## config.mk

```make
export PLATFORM = sky130hd
export DESIGN_NAME = mul_issue_arbiter
export DESIGN_NICKNAME = d
export VERILOG_FILES = /design/src/rtl/mul_issue_arbiter.sv
export SDC_FILE = /design/constraint.sdc
export NUM_CORES = 1
export LEC_CHECK = 0
export BUFFER_PORTS_ARGS = -buffer_cell sky130_fd_sc_hd__buf_4
export CAP_MARGIN = 20
export CORE_AREA = 3 3 122 124
export CTS_CLUSTER_DIAMETER = 60
export CTS_CLUSTER_SIZE = 16
export DETAILED_ROUTE_END_ITERATION = 16
export DIE_AREA = 0 0 125 127
export PLACE_DENSITY = 0.74
export SYNTH_ARGS = -nofsm -noshare
export SYNTH_HDL_FRONTEND = slang
export SYNTH_SLANG_ARGS = --single-unit
```

## constraint.sdc

```tcl
create_clock -name clk -period 8.69 [get_ports clk]
set_input_delay 1.3035 -clock clk [delete_from_list [all_inputs] [get_ports clk]]
set_output_delay 1.3035 -clock clk [all_outputs]
set_load 0.01 [all_outputs]
```

## src/rtl/mul_issue_arbiter.sv

```systemverilog
// Two-requester round-robin issue arbiter for one multi-cycle multiplier slot, with speculative kill.
// Optional build macro MUL_EARLY_FINISH_EN: zero-operand products finish in one cycle.
module mul_issue_arbiter #(
  parameter int DATA_LEN    = 32,
  parameter int SPECTAG_LEN = 5,
  parameter int RRF_SEL     = 6,
  parameter int MUL_CYCLES  = 4
) (
  input  logic                     clk,
  input  logic                     reset,
  input  logic [1:0]               req,
  input  logic [2*DATA_LEN-1:0]    src1_i,
  input  logic [2*DATA_LEN-1:0]    src2_i,
  input  logic [1:0]               sgn1_i,
  input  logic [1:0]               sgn2_i,
  input  logic [1:0]               lohi_i,
  input  logic [1:0]               dstval_i,
  input  logic [2*RRF_SEL-1:0]     rrftag_i,
  input  logic [2*SPECTAG_LEN-1:0] spectag_i,
  input  logic [1:0]               specbit_i,
  input  logic                     prmiss,
  input  logic [SPECTAG_LEN-1:0]   spectagfix,
  output logic [1:0]               gnt,
  output logic [DATA_LEN-1:0]      mul_src1,
  output logic [DATA_LEN-1:0]      mul_src2,
  output logic                     mul_sgn1,
  output logic                     mul_sgn2,
  output logic                     mul_lohi,
  input  logic [DATA_LEN-1:0]      mul_result,
  output logic [DATA_LEN-1:0]      result,
  output logic                     rob_we,
  output logic                     rrf_we,
  output logic [RRF_SEL-1:0]       wb_rrftag,
  output logic                     busy
);

  localparam int CNT_W = $clog2(MUL_CYCLES + 1);
  localparam logic [CNT_W-1:0] CNT_MAX = CNT_W'(MUL_CYCLES);
  localparam logic [CNT_W-1:0] CNT_ONE = CNT_W'(1);

  typedef enum logic {IDLE, RUN} state_t;

  state_t               state_q, state_d;
  logic [CNT_W-1:0]     cnt_q, cnt_d;
  logic                 last_q, last_d;
  logic [DATA_LEN-1:0]  src1_q, src1_d, src2_q, src2_d;
  logic                 sgn1_q, sgn1_d, sgn2_q, sgn2_d, lohi_q, lohi_d;
  logic                 dstval_q, dstval_d, specbit_q, specbit_d;
  logic [RRF_SEL-1:0]   rrftag_q, rrftag_d;
  logic [SPECTAG_LEN-1:0] spectag_q, spectag_d;

  logic       kill, done, complete, slot_free, sel;
  logic [1:0] elig, gnt_c;

  always_comb begin
    kill = (state_q == RUN) & prmiss & specbit_q & (|(spectag_q & spectagfix));
`ifdef MUL_EARLY_FINISH_EN
    done = (state_q == RUN) & ((cnt_q == CNT_MAX) |
           ((cnt_q == CNT_ONE) & ((src1_q == '0) | (src2_q == '0))));
`else
    done = (state_q == RUN) & (cnt_q == CNT_MAX);
`endif
    complete  = done & ~kill;
    slot_free = (state_q == IDLE) | complete;

    // A request whose own speculative tag is being killed this cycle is not eligible.
    elig[0] = req[0] & ~(prmiss & specbit_i[0] &
                         (|(spectag_i[SPECTAG_LEN-1:0] & spectagfix)));
    elig[1] = req[1] & ~(prmiss & specbit_i[1] &
                         (|(spectag_i[2*SPECTAG_LEN-1:SPECTAG_LEN] & spectagfix)));

    sel   = (elig == 2'b11) ? ~last_q : elig[1];
    gnt_c = 2'b00;
    if (slot_free && (|elig) && !reset)
      gnt_c = sel ? 2'b10 : 2'b01;

    state_d   = state_q;
    cnt_d     = cnt_q;
    last_d    = last_q;
    src1_d    = src1_q;
    src2_d    = src2_q;
    sgn1_d    = sgn1_q;
    sgn2_d    = sgn2_q;
    lohi_d    = lohi_q;
    dstval_d  = dstval_q;
    rrftag_d  = rrftag_q;
    spectag_d = spectag_q;
    specbit_d = specbit_q;

    if (|gnt_c) begin
      state_d   = RUN;
      cnt_d     = CNT_ONE;
      last_d    = sel;
      src1_d    = sel ? src1_i[2*DATA_LEN-1:DATA_LEN] : src1_i[DATA_LEN-1:0];
      src2_d    = sel ? src2_i[2*DATA_LEN-1:DATA_LEN] : src2_i[DATA_LEN-1:0];
      sgn1_d    = sel ? sgn1_i[1] : sgn1_i[0];
      sgn2_d    = sel ? sgn2_i[1] : sgn2_i[0];
      lohi_d    = sel ? lohi_i[1] : lohi_i[0];
      dstval_d  = sel ? dstval_i[1] : dstval_i[0];
      rrftag_d  = sel ? rrftag_i[2*RRF_SEL-1:RRF_SEL] : rrftag_i[RRF_SEL-1:0];
      spectag_d = sel ? spectag_i[2*SPECTAG_LEN-1:SPECTAG_LEN]
                      : spectag_i[SPECTAG_LEN-1:0];
      specbit_d = sel ? specbit_i[1] : specbit_i[0];
    end else if (kill || complete) begin
      state_d = IDLE;
      cnt_d   = '0;
    end else if (state_q == RUN) begin
      cnt_d = cnt_q + CNT_ONE;
    end
  end

  always_ff @(posedge clk or posedge reset) begin
    if (reset) begin
      state_q   <= IDLE;
      cnt_q     <= '0;
      last_q    <= 1'b1;
      src1_q    <= '0;
      src2_q    <= '0;
      sgn1_q    <= 1'b0;
      sgn2_q    <= 1'b0;
      lohi_q    <= 1'b0;
      dstval_q  <= 1'b0;
      rrftag_q  <= '0;
      spectag_q <= '0;
      specbit_q <= 1'b0;
    end else begin
      state_q   <= state_d;
      cnt_q     <= cnt_d;
      last_q    <= last_d;
      src1_q    <= src1_d;
      src2_q    <= src2_d;
      sgn1_q    <= sgn1_d;
      sgn2_q    <= sgn2_d;
      lohi_q    <= lohi_d;
      dstval_q  <= dstval_d;
      rrftag_q  <= rrftag_d;
      spectag_q <= spectag_d;
      specbit_q <= specbit_d;
    end
  end

  assign gnt       = gnt_c;
  assign mul_src1  = src1_q;
  assign mul_src2  = src2_q;
  assign mul_sgn1  = sgn1_q;
  assign mul_sgn2  = sgn2_q;
  assign mul_lohi  = lohi_q;
  assign result    = mul_result;
  assign rob_we    = complete;
  assign rrf_we    = complete & dstval_q;
  assign wb_rrftag = rrftag_q;
  assign busy      = (state_q == RUN);

endmodule

```

==> results of run 1 <==
[sequential cells by signal, indices dropped and copies added, names as in the netlist, 3 cells and up]
name	count
cnt_q	3
mul_src1	32
mul_src2	32
spectag_q	5
wb_rrftag	6
[cells in the final DEF (no fill, tap or decap), types with 2 or more instances in the layout]
master / instances
ha_1: 2
a21boi_0: 2
clkinv_2: 2
a221o_1: 79
a222oi_1: 3
a21o_1: 2
inv_1: 3
nand2_1: 3
nor2_1: 4
buf_4: 251
a31oi_1: 3
clkbuf_16: 9
xor2_1: 2
nor2b_1: 80
a22oi_1: 3
dfrtp_1: 84
bufinv_16: 2
and2_1: 2
[per-layer routing]
| metal | vias up | wire, um | GRT usage |
|---|---|---|---|
| met3 | 28 | 1300 | 0.0581 |
| met1 | 1809 | 5160 | 0.193 |
| li1 | 1683 | - | - |
| met5 | - | 0 | 0 |
| met4 | 0 | 255 | 0.0555 |
| met2 | 228 | 6240 | 0.255 |
[final cells by class]
cell class / count / area, um2 / share of cell area
flip-flops and latches: 85 / 2130 / 0.345
clock inverters: 5 / 81.3 / 0.0132
repair buffers: 251 / 1880 / 0.305
clock buffers: 11 / 243 / 0.0394
inverters: 4 / 16.3 / 0.00264
well taps: 180 / 225 / 0.0365
multi-input cells: 198 / 1590 / 0.258
[synthesized netlist by cell type, types with 2 or more instances]
library cell,instances
dfrtp_1,84
a222oi_1,3
buf_4,32
xor2_1,2
a21boi_0,2
a31oi_1,3
ha_1,2
clkbuf_1,10
nor2_1,4
a22oi_1,3
buf_2,8
nor2b_1,80
buf_6,8
a21o_1,2
a221o_1,79
inv_1,4
nand2_1,3
and2_1,2
[worst max-delay path, stage by stage]
cell      delay [ps]
buf_4            120
a222oi_1         400
nand4_1          200
and2_4           210
a211oi_4         150
buf_4            710
buf_4            250
[worst max-delay path by stage]
| stage | startpoint | end | slack [ps] | depth (start not counted) |
|---|---|---|---|---|
| floorplan | reset | gnt[0] | 3040 | 5 |
| global placement | spectagfix[1] | gnt[0] | 4090 | 7 |
| detailed placement | spectagfix[1] | gnt[0] | 4050 | 7 |
| CTS | spectagfix[1] | gnt[0] | 4050 | 7 |
| global route | spectagfix[1] | gnt[0] | 3790 | 7 |
| finish | spectagfix[1] | gnt[0] | 4020 | 7 |
[where the power goes]
group	switching (mW)	internal (mW)	total [mW]
registers	0.103	0.583	0.686
clock network	0.153	0.260	0.413
logic	0.392	0.502	0.894
[kinds of logic after synthesis]
| kind of cell | share of synthesized area |
|---|---|
| DFF | 0.515 |
| AOI/OAI and AO/OA | 0.234 |
| muxes | 0.00242 |
| adders and majority gates | 0.00605 |
| xor gates and xnor gates | 0.00424 |
| buffers and inverters | 0.102 |
| and+or+nand+nor | 0.137 |
==> key figures, run 1 <==
Worst hold path
  • Hold Path End: cnt_q[2]$_DFFE_PP0P_
  • Worst Hold Class: reg -> reg
  • Hold Startpoint: cnt_q[2]$_DFFE_PP0P_
  • Hold depth: 2

Detailed routing
  • Pre-antenna DRT Iters: 5
  • Routed via count: 3,748
  • Initial detailed-routing violation count: approximately 210
  • Routed Wire Length: about 13,000 um
  • ANT nets after route: 0
  • DRC: 0
  • Via density: about 5.1
  • DR WL/cell: approximately 18 um

Place
  • Placed Instance Area: 5840 um2
  • # port buffers: 247
  • Pre-CTS setup slack: approximately 4100 ps
  • Final Wtd Congestion: slightly below 1
  • Inst Count DP: roughly 720
  • DP Wirelength: between 9000 and 10,000 um

Layout
  • Share of cells above drive strength 1: 0.495
  • Area growth syn-to-layout: 49.1%
  • Final non-filler cell area: a little over 6000 um2
  • Fillers: ~1.3k
  • Final Non-Filler Cells: approximately 730
  • Final nets: 753
  • # diodes: 0
  • Post-Route Utilization: 0.444

Floorplanning
  • Die Footprint: roughly 16,000 um2
  • Die H: ~130 um
  • Starting Density: 0.298
  • Die width: ~130 um
  • Num ports: ~310
  • Num rows: 43
  • Core footprint: ~14,000 um2

Yosys
  • Synth async-reset ratio: 1.00
  • Top_reg_cell synth: dfrtp_1
  • Top post-synthesis cells by area: dfrtp_1 51%, a221o_1 19%, nor2b_1 12%, buf_4 5.8%, buf_6 2.2%
  • Syn Inst Count: ~350
  • Sequential area share after synthesis: 0.515
  • Syn. warnings: 0
  • Yosys cell types: 32
  • Post-synth top area share: 0.508
  • Synth Area per Inst: 12.0 um2
  • Top cell type by total area after synthesis: dfrtp_1
  • FF+latch count, synth: 85
  • Synth Cell Area: just over 4000 um2
  • Post-synth EDFFs: 0
  • Syn Nets: 549

Worst setup path
  • Reg2reg end: spectag_q[0]$_DFFE_PP0P_
  • Reg2reg setup slack: 6150 ps
  • Startpoint Class: input pin
  • CP required: about 7400 ps
  • Critical Path Fanout Max: 81
  • Reg2reg start: spectag_q[1]$_DFFE_PP0P_
  • Worst Setup End Kind: primary output
  • Critical path class: in -> out
  • Worst Reg2Reg Path Length in Cells: 6
  • CP arrival: about 3400 ps

Timing
  • Fin crit period: between 4000 and 5000 ps
  • Min Hold Slack: 542 ps
  • Setup Viol. Count Final: 0
  • Final Skew: roughly 8.0 ps
  • Post-route setup slack: about 4000 ps
  • Fin crit share: 0.537
  • Least-Margin Pin Slew: about 900 ps
  • Achievable frequency: 0.214 GHz
  • Total negative slack: 0 ps
  • Hold Fails Final Rpt: 0
  • Pins Over Slew Limit: 0
  • RSZ-0062 raised after global routing: false
  • Slew margin rel.: 0.397

Clocking
  • CTS Buf Count: 9
  • TritonCTS clock tree: done
  • Root Buffer: clkbuf_16
  • Post-CTS Setup Repair Bufs: 0
  • Post-cts repair resize count: 0
  • Longest Clk Path Bufs: 2
  • CTS H-tree depth: 3
  • Worst skew pair latency: ~330 ps
  • Hold buffer count at CTS: 0
  • Num Clock Sinks: 85
  • Worst-path clk slew: ~50 ps

GRT
  • Initial antenna violation count: 0
  • Overflow after GRT: 0
  • Vias in the first global route: between 3k and 4k
  • First-pass GRT wire length: approximately 20,000 um
  • GRT Overall Usage: 0.157
  • Largest net degree at the start of global routing: a little over 80

Pwr
  • Pleak: between 3 and 4 nW
  • P per Cell Area: approximately 320 nW/um2
  • Total power: about 2.0 mW
  • Maximum vdd drop: about 0.094 mV

Job
  • Maxcap violations: 0

Status
  • Outcome: finished, final reports clean
(Power assumes the default switching activity.)
==> run 2, diff against run 1 <==
==> constraint.sdc (replaced) <==
create_clock -name clk -period 4.8 [get_ports clk]
set_input_delay 0.72 -clock clk [delete_from_list [all_inputs] [get_ports clk]]
set_output_delay 0.72 -clock clk [all_outputs]
set_load 0.01 [all_outputs]
==> key figures, run 2 (synthesized netlist as in run 1, its figures left out) <==
Timing
  • Fin crit period: around 3400 ps
  • Least-Margin Pin Slew: 899 ps (was 904 ps)
  • Setup Viol. Count Final: 0 (unchanged)
  • Slew margin rel.: 0.399 (was 0.397)
  • Min Hold Slack: 327 ps (was 542 ps)
  • RSZ-0062 raised after global routing: false (unchanged)
  • Total negative slack: 0 ps (unchanged)
  • Final Skew: 4.33 ps (was 8.00 ps)
  • Hold Fails Final Rpt: 0 (unchanged)
  • Pins Over Slew Limit: 0 (unchanged)
  • Fin crit share: 0.700
  • Achievable frequency: between 0.2 and 0.3 GHz

Clocking
  • Post-cts repair resize count: 0 (unchanged)
  • CTS H-tree depth: 3 (unchanged)
  • Worst-path clk slew: 60 ps (was 50 ps)
  • Post-CTS Setup Repair Bufs: 0 (unchanged)
  • Num Clock Sinks: 85 (unchanged)
  • Worst skew pair latency: 330 ps (about the same)
  • Longest Clk Path Bufs: 2 (unchanged)
  • Root Buffer: clkbuf_16 (unchanged)
  • TritonCTS clock tree: done (unchanged)
  • CTS Buf Count: 9 (unchanged)
  • Hold buffer count at CTS: 0 (unchanged)

Place
  • Inst Count DP: 719 (was 718)
  • # port buffers: 247 (unchanged)
  • DP Wirelength: 9480 um (was 9560 um)
  • Final Wtd Congestion: 0.942 (was 0.975)

Detailed routing
  • Initial detailed-routing violation count: 237 (was 214)
  • Via density: 5.03 (was 5.11)
  • DRC: 0 (unchanged)
  • DR WL/cell: 17.0 um (was 17.7 um)
  • Pre-antenna DRT Iters: 5 (unchanged)
  • Routed Wire Length: 12,500 um (was 13,000 um)
  • Routed via count: 3,700 (was 3,748)
  • ANT nets after route: 0 (unchanged)

Worst setup path
  • Critical Path Fanout Max: 38 (was 81)
  • CP required: 4080 ps (was 7390 ps)
  • CP arrival: 2640 ps (was 3370 ps)
  • CP max-delay cell: nor2_4 (was buf_4)
  • Critical path class: in -> out (unchanged)
  • Worst Reg2Reg Path Length in Cells: 6 (unchanged)
  • CP peak stage delay: 710 ps (about the same)
  • Reg2reg setup slack: 1980 ps (was 6150 ps)
  • Startpoint Class: input pin (unchanged)
  • Worst path most repeated cell: buf_4 (unchanged)
  • Worst Setup End Kind: primary output (unchanged)
  • Worst path cell trace: buf_4 > a222oi_1 > a31o_2 > o21ai_1 > nor2_4 > buf_4 (was buf_4 > a222oi_1 > nand4_1 > and2_4 > a211oi_4 > buf_4 > buf_4)

GRT
  • Largest net degree at the start of global routing: 80 (was 82)
  • GRT Overall Usage: 0.151 (was 0.157)
  • Initial antenna violation count: 1 (was 0)
  • Vias in the first global route: 3,812 (was 3,862)
  • First-pass GRT wire length: 19,500 um (was 20,200 um)
  • Overflow after GRT: 0 (unchanged)

Pwr
  • P per Cell Area: 588 nW/um2 (was 323 nW/um2)
  • Total power: 3.65 mW (was 1.99 mW)
  • Maximum vdd drop: 0.184 mV (was 0.0940 mV)
  • Pleak: 3.09 nW (was 3.07 nW)

Floorplanning
  • Starting Density: 0.298 (unchanged)
  • Die H: 127 um (unchanged)
  • Num rows: 43 (unchanged)
  • Die Footprint: 15,900 um2 (unchanged)
  • Num ports: 312 (unchanged)
  • Die width: 125 um (unchanged)
  • Core footprint: 13,900 um2 (unchanged)

Layout
  • Multi-input gate area: 1590 um2 (unchanged)
  • # diodes: 0 (unchanged)
  • Fillers: 1,291 (was 1,308)
  • Final nets: 754 (was 753)
  • Register area: 2130 um2 (unchanged)
  • Post-Route Utilization: 0.447 (was 0.444)
  • Area growth syn-to-layout: 49.9% (was 49.1%)
  • Share of cells above drive strength 1: 0.495 (about the same)
  • Final Non-Filler Cells: 735 (was 734)
  • Most common cell after layout, fill and taps aside: buf_4 (unchanged)
  • Commonest cells after routing, fill and taps aside: 252 x buf_4, 84 x dfrtp_1, 80 x nor2b_1, 79 x a221o_1, 9 x clkbuf_16 (was 251 x buf_4, 84 x dfrtp_1, 80 x nor2b_1, 79 x a221o_1, 9 x clkbuf_16)

Status
  • Outcome: finished, final reports clean (unchanged)

Worst hold path
  • Worst Hold Class: in -> async (was reg -> reg)

Job
  • Maxcap violations: 0 (unchanged)
-- run 2: changes by cell type in the layout (fill, tap and decap cells not counted), sizes merged --
cell,change
inv,-1
buf,+1
bufinv,+1
clkinv,+1
clkinvlp,-1
-- run 2: cell type report --
cell class / instances / share of cell area
inverter: 4 / 0.00262
sequential: 85 / 0.343
tap: 180 / 0.0363
clock buffer: 11 / 0.0391
multi-input combinational: 198 / 0.256
clock inverter: 5 / 0.0173
timing repair buffer: 252 / 0.305
-- run 2: stage by stage --
| stage | cell area (um2) | setup WS [ps] |
|---|---|---|
| finish | 6200 | 1440 |
| CTS | 6200 | 1450 |
| floorplan | 4140 | 314 |
| detailed placement | 5850 | 1460 |
| global route | 6200 | 1270 |
| global placement | 5850 | 1470 |
-- run 2: critical path: cells and delay by family --
| kind | cells | cell delay, ps |
|---|---|---|
| AOI/OAI and AO/OA | 3 | 810 |
| and+or+nand+nor | 1 | 710 |
| buffers and inverters | 2 | 370 |
-- run 2: path summary, 6_finish.rpt --
kind / endpoint / start
min: specbit_q$_DFFE_PP0P_ / reset
max in group asynchronous: mul_src2[28]$_DFFE_PP0P_ / reset
max reg2reg: mul_src2[0]$_DFFE_PP0P_ / spectag_q[1]$_DFFE_PP0P_
min in group clk: cnt_q[2]$_DFFE_PP0P_ / cnt_q[2]$_DFFE_PP0P_
max: gnt[1] / spectag_i[8]
min reg2reg: cnt_q[2]$_DFFE_PP0P_ / cnt_q[2]$_DFFE_PP0P_
-- run 2: layer usage --
metal	track usage	share of wire	vias to the layer above
met4	0.0727	0.027	2
li1	-	-	1685
met2	0.245	0.48	223
met1	0.184	0.39	1758
met5	0	0.00064	-
met3	0.0489	0.10	32
-- run 2: power by group --
part,switching (mW),internal [mW],total [mW]
logic,0.704,0.910,1.61
clock network,0.274,0.524,0.798
registers,0.181,1.06,1.24
==> run 3, diff against run 2 <==
==> constraint.sdc (replaced) <==
create_clock -name clk -period 3.2 [get_ports clk]
set_input_delay 0.48 -clock clk [delete_from_list [all_inputs] [get_ports clk]]
set_output_delay 0.48 -clock clk [all_outputs]
set_load 0.01 [all_outputs]
==> key figures, run 3 (synthesized netlist as in run 1, its figures left out) <==
GRT
  • GRT Overall Usage: 0.167 (was 0.151)
  • Overflow after GRT: 0 (unchanged)
  • Largest net degree at the start of global routing: 85 (was 80)
  • Vias in the first global route: 4,074 (was 3,812)
  • First-pass GRT wire length: 21,400 um (was 19,500 um)
  • Initial antenna violation count: 0 (was 1)

Pwr
  • Switch Pwr: 1.80 mW (was 1.16 mW)
  • Switch share: 0.335 (was 0.318)
  • Pleak: 3.07 nW (was 3.09 nW)
  • Logic pwr share: 0.455 (was 0.442)
  • Maximum vdd drop: 0.363 mV (was 0.184 mV)
  • Internal: 3.57 mW (was 2.49 mW)
  • P per Cell Area: 867 nW/um2 (was 588 nW/um2)
  • Power share of the clock group: 0.196 (was 0.219)
  • Flop pwr share: 0.350 (was 0.339)

Layout
  • Area growth syn-to-layout: 49.8% (was 49.9%)
  • Share of cells above drive strength 1: 0.499 (was 0.495)
  • Final non-filler cell area: 6190 um2 (was 6200 um2)
  • Post-Route Utilization: 0.446 (was 0.447)
  • Commonest cells after routing, fill and taps aside: 252 x buf_4, 84 x dfrtp_1, 80 x nor2b_1, 79 x a221o_1, 9 x clkbuf_16 (unchanged)
  • Final nets: 756 (was 754)
  • Most common cell after layout, fill and taps aside: buf_4 (unchanged)
  • # diodes: 0 (unchanged)

Clocking
  • Num Clock Sinks: 85 (unchanged)
  • TritonCTS clock tree: done (unchanged)
  • CTS Buf Count: 9 (unchanged)
  • Post-cts repair resize count: 0 (unchanged)
  • Root Buffer: clkbuf_16 (unchanged)
  • Worst-path clk slew: 70 ps (was 60 ps)
  • Longest Clk Path Bufs: 2 (unchanged)
  • Worst skew pair latency: 340 ps (was 330 ps)
  • Post-CTS Setup Repair Bufs: 0 (unchanged)
  • Hold buffer count at CTS: 0 (unchanged)
  • CTS H-tree depth: 3 (unchanged)

Worst setup path
  • Critical path class: reg -> out (was in -> out)
  • CP required: 2720 ps (was 4080 ps)
  • Startpoint Class: flip-flop (was input pin)
  • Reg2reg start: spectag_q[1]$_DFFE_PP0P_ (unchanged)
  • Worst path cell trace: a222oi_1 > nand4_1 > and2_4 > a211oi_4 > buf_4 (was buf_4 > a222oi_1 > a31o_2 > o21ai_1 > nor2_4 > buf_4)
  • Critical Path Fanout Max: 5 (was 38)
  • CP arrival: 2050 ps (was 2640 ps)
  • Worst Reg2Reg Path Length in Cells: 6 (unchanged)
  • Worst Setup End Kind: primary output (unchanged)
  • CP peak stage delay: 420 ps (was 710 ps)
  • CP max-delay cell: a222oi_1 (was nor2_4)
  • Reg2reg end: mul_src2[12]$_DFFE_PP0P_ (was mul_src2[0]$_DFFE_PP0P_)
  • Reg2reg setup slack: 910 ps (was 1980 ps)

Timing
  • Final Skew: 11.2 ps (was 4.33 ps)
  • Pins Over Slew Limit: 0 (unchanged)
  • RSZ-0062 raised after global routing: false (unchanged)
  • Fin crit period: around 2500 ps
  • Setup Viol. Count Final: 0 (unchanged)
  • Slew margin rel.: 0.607 (was 0.399)
  • Hold Fails Final Rpt: 0 (unchanged)
  • Total negative slack: 0 ps (unchanged)
  • Least-Margin Pin Slew: 586 ps (was 899 ps)
  • Fin crit share: 0.791
  • Min Hold Slack: 353 ps (was 327 ps)
  • Achievable frequency: approximately 0.40 GHz

Detailed routing
  • DRC: 0 (unchanged)
  • Initial detailed-routing violation count: 235 (was 237)
  • Via density: 5.13 (was 5.03)
  • Pre-antenna DRT Iters: 4 (was 5)
  • DR WL/cell: 18.3 um (was 17.0 um)
  • Routed via count: 3,782 (was 3,700)
  • Routed Wire Length: 13,500 um (was 12,500 um)
  • ANT nets after route: 0 (unchanged)

Place
  • Final Wtd Congestion: 0.876 (was 0.942)
  • # port buffers: 247 (unchanged)
  • DP Wirelength: 9870 um (was 9480 um)
  • Placed Instance Area: 5890 um2 (was 5850 um2)

Floorplanning
  • Core footprint: 13,900 um2 (unchanged)
  • Die Footprint: 15,900 um2 (unchanged)
  • Starting Density: 0.298 (unchanged)
  • Die H: 127 um (unchanged)
  • Die width: 125 um (unchanged)
  • Num rows: 43 (unchanged)
  • Num ports: 312 (unchanged)

Status
  • Outcome: finished, final reports clean (unchanged)

Worst hold path
  • Worst Hold Class: in -> async (unchanged)

Job
  • Maxcap violations: 0 (unchanged)
-- run 3: changes by cell type in the layout (fill, tap and decap cells not counted), sizes merged --
| cell | delta |
|---|---|
| buf | +2 |
| bufinv | -2 |
| clkbuf | -2 |
| clkinv | -1 |
| clkinvlp | +4 |
| inv | +1 |
-- run 3: layout make-up --
cell class | count | area [um2]
Inverter | 4 | 18.8
Multi-Input combinational cell | 198 | 1590
Clock inverter | 7 | 75.1
Tap cell | 180 | 225
Sequential cell | 85 | 2130
Timing Repair Buffer | 254 | 1930
Fill cell | 1298 | 7690
Clock buffer | 9 | 225
-- run 3: per-stage QoR --
step           worst slack, ps  instances  power (mW)
2_1_floorplan             83.7        345        3.24
3_3_place_gp               727        721        4.27
3_5_place_dp               660        721        4.36
4_1_cts                    639        737        5.46
5_1_grt                    528        737        5.75
6_report                   669        737        5.37
-- run 3: how the worst max path moves through the flow --
| stage | start | endpoint | slack, ps | cells past startpoint |
|---|---|---|---|---|
| floorplan | reset | dstval_q$_DFFE_PP0P_ | 80 | 6 |
| global placement | spectagfix[1] | mul_src2[12]$_DFFE_PP0P_ | 730 | 7 |
| detailed placement | spectagfix[1] | mul_src2[17]$_DFFE_PP0P_ | 660 | 7 |
| CTS | spectag_q[1]$_DFFE_PP0P_ | gnt[0] | 640 | 5 |
| global route | spectag_q[1]$_DFFE_PP0P_ | gnt[0] | 530 | 5 |
| finish | spectag_q[1]$_DFFE_PP0P_ | gnt[0] | 670 | 5 |
-- run 3: routing by layer --
| layer | track usage | wire [um] | vias to the layer above | part of all wire |
|---|---|---|---|---|
| li1 | - | - | 1681 | - |
| met1 | 0.197 | 5140 | 1842 | 0.38 |
| met2 | 0.281 | 6720 | 230 | 0.50 |
| met3 | 0.0548 | 1350 | 29 | 0.10 |
| met4 | 0.0670 | 287 | 0 | 0.021 |
| met5 | 0 | 0 | - | 0 |
-- run 3: power groups by stage --
stage / registers (mW) / logic, mW / clock network [mW]
final: 1.88 / 2.44 / 1.05
after global routing: 1.95 / 2.66 / 1.14
after detailed placement: 1.88 / 2.49 / 0
after CTS: 1.88 / 2.49 / 1.09
after global placement: 1.88 / 2.39 / 0
after floorplan: 2.02 / 1.22 / 0
-- run 3: worst max-delay path, delay by kind of cell (launching register included) --
kind | cells | cell delay [ps]
flops | 1 | 370
buf+inv | 1 | 200
simple gates | 2 | 440
compound gates | 2 | 710
